===== config.mk =====
export PLATFORM = sky130hd
export DESIGN_NAME = uart_tx_arbiter
export DESIGN_NICKNAME = d
export VERILOG_FILES = /design/src/rtl/uart_tx_arbiter.sv
export SDC_FILE = /design/constraint.sdc
export NUM_CORES = 1
export LEC_CHECK = 0
export ABC_AREA = 1
export BUFFER_PORTS_ARGS = -buffer_cell sky130_fd_sc_hd__buf_2
export CORE_ASPECT_RATIO = 0.75
export CORE_MARGIN = 2
export CORE_UTILIZATION = 45
export CTS_CLUSTER_DIAMETER = 150
export DETAILED_ROUTE_END_ITERATION = 7
export HOLD_SLACK_MARGIN = 0.12
export PLACE_DENSITY = 0.76
export SYNTH_ARGS = -nofsm -noshare
export SYNTH_HDL_FRONTEND = slang
export SYNTH_SLANG_ARGS = --single-unit

===== constraint.sdc =====
create_clock -name clk -period 2.14 [get_ports clk]
set_input_delay 0.428 -clock clk [delete_from_list [all_inputs] [get_ports clk]]
set_output_delay 0.428 -clock clk [all_outputs]
set_load 0.03 [all_outputs]

===== src/rtl/uart_tx_arbiter.sv =====
`default_nettype none
// ============================================================================
// Module   : uart_tx_arbiter
// Purpose  : Round-robin arbiter sharing one uart_tx between NUM_REQ byte
//            producers. Optional message lock via UART_TX_ARB_LOCK_EN.
// Revision : 1.0  initial release
// ============================================================================
module uart_tx_arbiter #(
  parameter int NUM_REQ = 4,
  parameter int ID_W    = 2
) (
  input  logic                 clk,
  input  logic                 rst,
  input  logic [NUM_REQ-1:0]   req_valid,
  input  logic [8*NUM_REQ-1:0] req_data,
  input  logic [NUM_REQ-1:0]   req_last,
  output logic [NUM_REQ-1:0]   req_ready,
  output logic                 tx_start,
  output logic [7:0]           tx_data,
  input  logic                 tx_busy,
  output logic [ID_W-1:0]      grant_id,
  output logic                 active
);

  typedef enum logic [1:0] {
    IDLE      = 2'd0,
    START     = 2'd1,
    WAIT_BUSY = 2'd2,
    WAIT_DONE = 2'd3
  } state_t;

  state_t             state;
  logic [ID_W-1:0]    ptr;
  logic [NUM_REQ-1:0] eligible;
  logic [ID_W-1:0]    win;
  logic               win_found;
  logic               accept;
  logic [ID_W-1:0]    ptr_next;

`ifdef UART_TX_ARB_LOCK_EN
  logic            locked;
  logic [ID_W-1:0] lock_id;

  always_comb begin
    eligible = req_valid;
    if (locked) begin
      for (int i = 0; i < NUM_REQ; i++) begin
        if (i != int'(lock_id)) eligible[i] = 1'b0;
      end
    end
  end
`else
  logic unused_last;
  assign unused_last = ^req_last;
  assign eligible    = req_valid;
`endif

  // Scan downward so the requester closest above ptr overwrites the others.
  always_comb begin
    int idx;
    idx       = 0;
    win       = '0;
    win_found = 1'b0;
    for (int k = NUM_REQ - 1; k >= 0; k--) begin
      idx = int'(ptr) + k;
      if (idx >= NUM_REQ) idx = idx - NUM_REQ;
      if (eligible[idx[ID_W-1:0]]) begin
        win       = idx[ID_W-1:0];
        win_found = 1'b1;
      end
    end
  end

  assign accept   = (state == IDLE) && !tx_busy && win_found && !rst;
  assign ptr_next = (int'(win) == NUM_REQ - 1) ? '0 : win + 1'b1;

  always_comb begin
    req_ready = '0;
    if (accept) req_ready[win] = 1'b1;
  end

  always_ff @(posedge clk or posedge rst) begin
    if (rst) begin
      state    <= IDLE;
      tx_start <= 1'b0;
      tx_data  <= 8'h00;
      grant_id <= '0;
      active   <= 1'b0;
      ptr      <= '0;
`ifdef UART_TX_ARB_LOCK_EN
      locked   <= 1'b0;
      lock_id  <= '0;
`endif
    end else begin
      case (state)
        IDLE: begin
          if (accept) begin
            tx_data  <= req_data[8*win +: 8];
            grant_id <= win;
            tx_start <= 1'b1;
            active   <= 1'b1;
            state    <= START;
`ifdef UART_TX_ARB_LOCK_EN
            if (req_last[win]) begin
              locked <= 1'b0;
              ptr    <= ptr_next;
            end else begin
              locked  <= 1'b1;
              lock_id <= win;
            end
`else
            ptr <= ptr_next;
`endif
          end
        end
        START: begin
          tx_start <= 1'b0;
          state    <= WAIT_BUSY;
        end
        // uart_tx raises busy one cycle after it sees the start pulse.
        WAIT_BUSY: begin
          if (tx_busy) state <= WAIT_DONE;
        end
        WAIT_DONE: begin
          if (!tx_busy) begin
            state  <= IDLE;
            active <= 1'b0;
          end
        end
        default: begin
          state    <= IDLE;
          tx_start <= 1'b0;
          active   <= 1'b0;
        end
      endcase
    end
  end

endmodule
`default_nettype wire


# ---- Yosys cells after proc, flatten, opt, wreduce, memory -nomap -nowiden
# Cells that the tools add are included.
dict set report word_totals {
  input_bits 43
  reg_bits 16
  elab_cells 77
  output_inout_bits 16
}
dict set report classes {
  n_shift 1
  mux 32
  magnitude_cmp 10
  reduce_logical 13
  n_eq_ne 7
  addsub 8
}
# operator n
set op_table {}
lappend op_table {{32-bit by 6-bit variable part select with 8-bit output} 1}
lappend op_table {{2-bit two-way mux} 12}
lappend op_table {{2-bit by 3-bit less-than comparator with 1-bit output (second input constant)} 5}
lappend op_table {{1-bit two-way mux} 11}
lappend op_table {{3-bit greater-or-equal comparator (second input constant)} 3}
lappend op_table {{1-bit binary-select mux with 2-bit select} 4}
lappend op_table {{2-bit case mux with 4 select lines} 1}
lappend op_table {{2-bit by 1-bit subtractor with 2-bit output (second input constant)} 4}
lappend op_table {{2-bit by 2-bit adder with 3-bit output (second input constant)} 2}
lappend op_table {{2-bit != test (second input constant)} 3}
lappend op_table {{3-bit AND reduction} 2}
lappend op_table {{2-bit by 1-bit == test with 1-bit output (second input constant)} 2}
lappend op_table {{2-bit == test (second input constant)} 2}
lappend op_table {{1-bit logical AND} 4}
lappend op_table {{4-bit two-way mux} 1}
lappend op_table {{1-bit case mux with 2 select lines} 2}
lappend op_table {{2-bit AND reduction} 2}
lappend op_table {{2-bit nonzero test} 2}
lappend op_table {{2-bit by 1-bit adder with 3-bit output (second input constant)} 1}
lappend op_table {{2-bit by 3-bit greater-or-equal comparator with 1-bit output (second input constant)} 1}
lappend op_table {{2-bit by 1-bit adder with 2-bit output (second input constant)} 1}
lappend op_table {{1-bit demux with 2-bit select} 1}
lappend op_table {{2-bit by 1-bit greater-or-equal comparator with 1-bit output (second input constant)} 1}
lappend op_table {{1-bit zero test} 2}
lappend op_table {{2-bit zero test} 1}

# ---- Depth between registers and ports, before layout
dict set report logic_depth {
  ltp_word 14
  depth_mapped 15
  ltp_nobuf 15
}

# ---- Least setup slack after synthesis
# OpenSTA, ideal clock, no wires.
dict set report synth_path {
  path_kind {flip-flop to output port}
  start {register ptr[0]}
  end {output port req_ready[2]}
  setup_slack_ns -0.173
  n_path_buf 0
  required_time_ns 1.712
  stages_incl_launch_ff 15
  arrival_ns 1.885
  path_cell_list {dfrtp_1 -> inv_2 -> nand2_1 -> nand2_2 -> nand2_2 -> nand2_2 -> inv_1 -> nand2_1 -> nand2_1 -> nand2_1 -> nand2_2 -> inv_2 -> ha_1 -> inv_1 -> nor2_1}
}
dict set report synth_between {
  elab_chain_cells 14
  word_cells_on_any_way 39
  classes_between {7 x add/sub; 6 x order compare; 23 x mux; 3 x reduce/logical}
}
# element line_no
set synth_lines {}
lappend synth_lines {{start: declaration} 33} ;# logic [ID_W-1:0] ptr;
lappend synth_lines {{start signal: assignment} 112} ;# ptr <= ptr_next;
lappend synth_lines {{2-bit by 2-bit adder with 3-bit output} 65} ;# idx = int'(ptr) + k;
lappend synth_lines {{3-bit greater-or-equal comparator / 2-bit by 1-bit subtractor with 2-bit output (equally long branches)} 66} ;# if (idx >= NUM_REQ) idx = idx - NUM_REQ;
lappend synth_lines {{2-bit two-way mux} 66}
lappend synth_lines {{1-bit binary-select mux with 2-bit select} 67} ;# if (eligible[idx[ID_W-1:0]]) begin
lappend synth_lines {{1-bit two-way mux (implied by the code)} 67}
lappend synth_lines {{2-bit two-way mux (3 in a row)} 67}
lappend synth_lines {{2-bit two-way mux *} 67}
lappend synth_lines {{net win[1]} 35} ;# logic [ID_W-1:0] win;
lappend synth_lines {{2-bit by 3-bit less-than comparator with 1-bit output (implied by the code) / 2-bit by 1-bit greater-or-equal comparator with 1-bit output (equally long branches)} 79} ;# if (accept) req_ready[win] = 1'b1;
lappend synth_lines {{1-bit logical AND (implied by the code)} 79}
lappend synth_lines {{1-bit two-way mux (implied by the code)} 79}
lappend synth_lines {{1-bit demux with 2-bit select *} 79}
lappend synth_lines {{4-bit two-way mux *} 79}
lappend synth_lines {{end: declaration} 17} ;# output logic [NUM_REQ-1:0] req_ready,
# The timed path passes the listed nets; every way through them passes the cells marked *. The select of a mux whose other input is x is not followed.

# ---- Worst setup path after layout
# Ends and elaborated chain as after synthesis.

==> results.json <==
{
  "synth_edf_count": 0,
  "synth_top_area_share": 0.284,
  "vias": 1641,
  "htreeDepth": 1,
  "vdd_drop_max_mv": 0.869,
  "syn_to_final_growth_pct": 51.8,
  "async_flop_share": 1.00,
  "path_clk_slew_ns": 0.06,
  "finalWirelength_um": 4090,
  "io_pins": 59,
  "finalHoldViolations": 0,
  "rr_endpoint": "tx_data[1]",
  "grt_pass1_wl_um": 6280,
  "yosys_register_bits": 16,
  "track_usage": 0.238,
  "critical_path_peak_fanout": 7,
  "synthAdderAreaFrac": 0.0800,
  "synthTopCellsByCount": "88 x nand2_1, 45 x inv_1, 33 x nand3_1, 16 x dfrtp_1, 12 x nor2_1",
  "antenna_found_initial": 0,
  "max_freq_mhz": 412,
  "synth_cells": 233,
  "via_per_inst": 4.65,
  "die_h_um": 52.4,
  "synth_compound_area_frac": 0.0391,
  "synth-simple-area-share": 0.434,
  "r2r_start": "ptr[0]",
  "crit_type": "flip-flop to primary output",
  "netlist_area_um2": 1410,
  "grt_start_max_net_pins": 17,
  "synth_top_flop_cell": "dfrtp_1",
  "layout_setup_ws_ns": -0.287,
  "muxShareOfSynthArea": 0,
  "violations": "negative setup slack",
  "worstHoldPathType": "input port to async pin",
  "clkSinkCount": 16,
  "drtIter0Drc": 83,
  "drt_first_pass_iters": 4,
  "dieArea_um2": 3600,
  "utilization": 0.723,
  "critPathLaunchType": "flip-flop",
  "min_period_ns": 2.43,
  "coreArea_um2": 2960,
  "synth.largest_area_cell": "dfrtp_1",
  "setup_violations": 4,
  "power.density_nw_per_um2": 1940,
  "grt_pass1_vias": 1447,
  "finClkSkew_ns": 0.00249,
  "antenna_cells": 0,
  "tns_ns": -1.08,
  "synth_nets": 285,
  "synthTopCellsByArea": "dfrtp_1 28%, nand2_1 23%, inv_1 12%",
  "status": "finished, violations left",
  "ant_nets": 0,
  "p_total_mw": 4.14,
  "r2r_cells": 19,
  "grt_setup_unrepaired": "yes",
  "rows": 17,
  "die_x_um": 68.6,
  "drv_cap": 0,
  "relSlewSlack": 0.589,
  "fin_crit_sh": 1.13,
  "wl_per_cell_um": 11.6,
  "gp_congestion": 0.778,
  "grt_remaining_overflow": 0,
  "drc": 0,
  "synth_most_common_cell": "nand2_1",
  "cp.required_ns": 1.71,
  "yosysWarnings": 0,
  "postCtsHoldBufs": 0,
  "clockRootBuffer": "clkbuf_8",
  "initial_core_util": 0.476,
  "cts_tree": "yes",
  "io_buffers": 54,
  "synth_xor_xnor_area_share": 0,
  "drv_slew": 0,
  "r2r_slack_ns": 0.03,
  "syn_avg_cell_area_um2": 6.04,
  "cts_buffer_depth": 2,
  "synth_top_family_by_area": "simple AND/OR/NAND/NOR gates",
  "nets": 369,
  "worstMarginPinSlew_ns": 0.615,
  "insertion_delay_ns": 0.25,
  "synth_cell_type_count": 16,
  "cts_buffers": 3,
  "drive_gt1_frac": 0.403,
  "arrival_ns": 2.00,
  "cp-end-kind": "primary output",
  "p_leak_nw": 1.29,
  "synth.yosys.seq_area_share": 0.284,
  "dp_hpwl_um": 2840
}
worst max path at each step:
stage	startpoint	to	slack, ns	cells after the start
5_1_grt	ptr[0]	req_ready[2]	-0.38	15
2_1_floorplan	ptr[0]	req_ready[2]	0.02	14
4_1_cts	ptr[0]	req_ready[1]	-0.24	14
3_5_place_dp	ptr[0]	req_ready[2]	-0.12	15
3_3_place_gp	ptr[0]	req_ready[2]	-0.07	15
6_report	ptr[0]	req_ready[2]	-0.29	15
report_power, final:
group | internal [mW] | leakage (nW) | switching, mW
Sequential | 0.450 | 0.197 | 0.118
Combinational | 1.40 | 1.08 | 1.95
Clock | 0.125 | 0.0216 | 0.100
cells in the final DEF, fill, tap and decap left out, types with 2 or more instances in the layout:
| cell type | count |
|---|---|
| nor2_1 | 8 |
| nand2_1 | 78 |
| inv_2 | 5 |
| buf_6 | 4 |
| buf_4 | 30 |
| o211ai_1 | 2 |
| clkinvlp_4 | 2 |
| o21ai_0 | 6 |
| nor2_4 | 4 |
| nand2_2 | 12 |
| ha_4 | 2 |
| nand2_4 | 5 |
| ha_1 | 6 |
| clkbuf_8 | 3 |
| inv_1 | 40 |
| nand3_1 | 32 |
| nand3_4 | 2 |
| inv_4 | 3 |
| buf_2 | 50 |
| dfrtp_1 | 15 |
per-layer routing:
layer / up-vias / wire (µm) / GRT usage
met5: - / 0 / 0
met4: 0 / 43 / 0.0700
met3: 4 / 154 / 0.0473
met2: 42 / 2010 / 0.405
met1: 730 / 1880 / 0.301
li1: 865 / - / -
registers in the layout, summed over array words and instances (netlist names):
signal and cells:
grant_id 2, tx_data 8, active 1, ptr 2, tx_start 1, state 2
cell families after synthesis:
| group | after synthesis |
|---|---|
| flip-flops | 16 |
| buffers and inverters | 55 |
| AND/OR/NAND/NOR | 143 |
| AO/OA/AOI/OAI | 10 |
| adder cells (fa/ha/maj) | 9 |
critical path: stages (launching register included):
cell and delay [ns]:
dfrtp_2 0.47, inv_4 0.13, nand2_1 0.06, nand2_1 0.10
nand2_2 0.08, nand2_4 0.10, inv_1 0.04, nand2_1 0.05
nand2_1 0.06, nand2_2 0.08, nand2_4 0.08, inv_4 0.09
ha_4 0.13, inv_2 0.04, nor2_4 0.10, buf_6 0.14
final cells by class:
class,instances,area [µm²]
multi-input combinational,162,923
fill,240,820
timing repair buffer,84,520
sequential,16,402
inverter,49,195
tap,38,47.5
clock buffer,3,41.3
timing repair inverter,1,7.51
stage by stage:
stage                     std cells  setup WS [ns]  instance area (µm²)  hold WS (ns)
after detailed placement        335         -0.121                 1830         0.466
final                           353         -0.287                 2140         0.251
after global placement          335        -0.0744                 1830         0.460
after CTS                       347         -0.239                 2010         0.280
after global routing            353         -0.378                 2140         0.307
after floorplan                 233         0.0246                 1440         0.342
timing repair:
action | CTS | global route
buffers inserted | 9 | 5
endpoints found under the setup margin | 4 | 17
pin swaps | 5 | 4
gates cloned | 0 | 1
gates resized for setup | 24 | 20
Power figures use the tool's default switching activity.
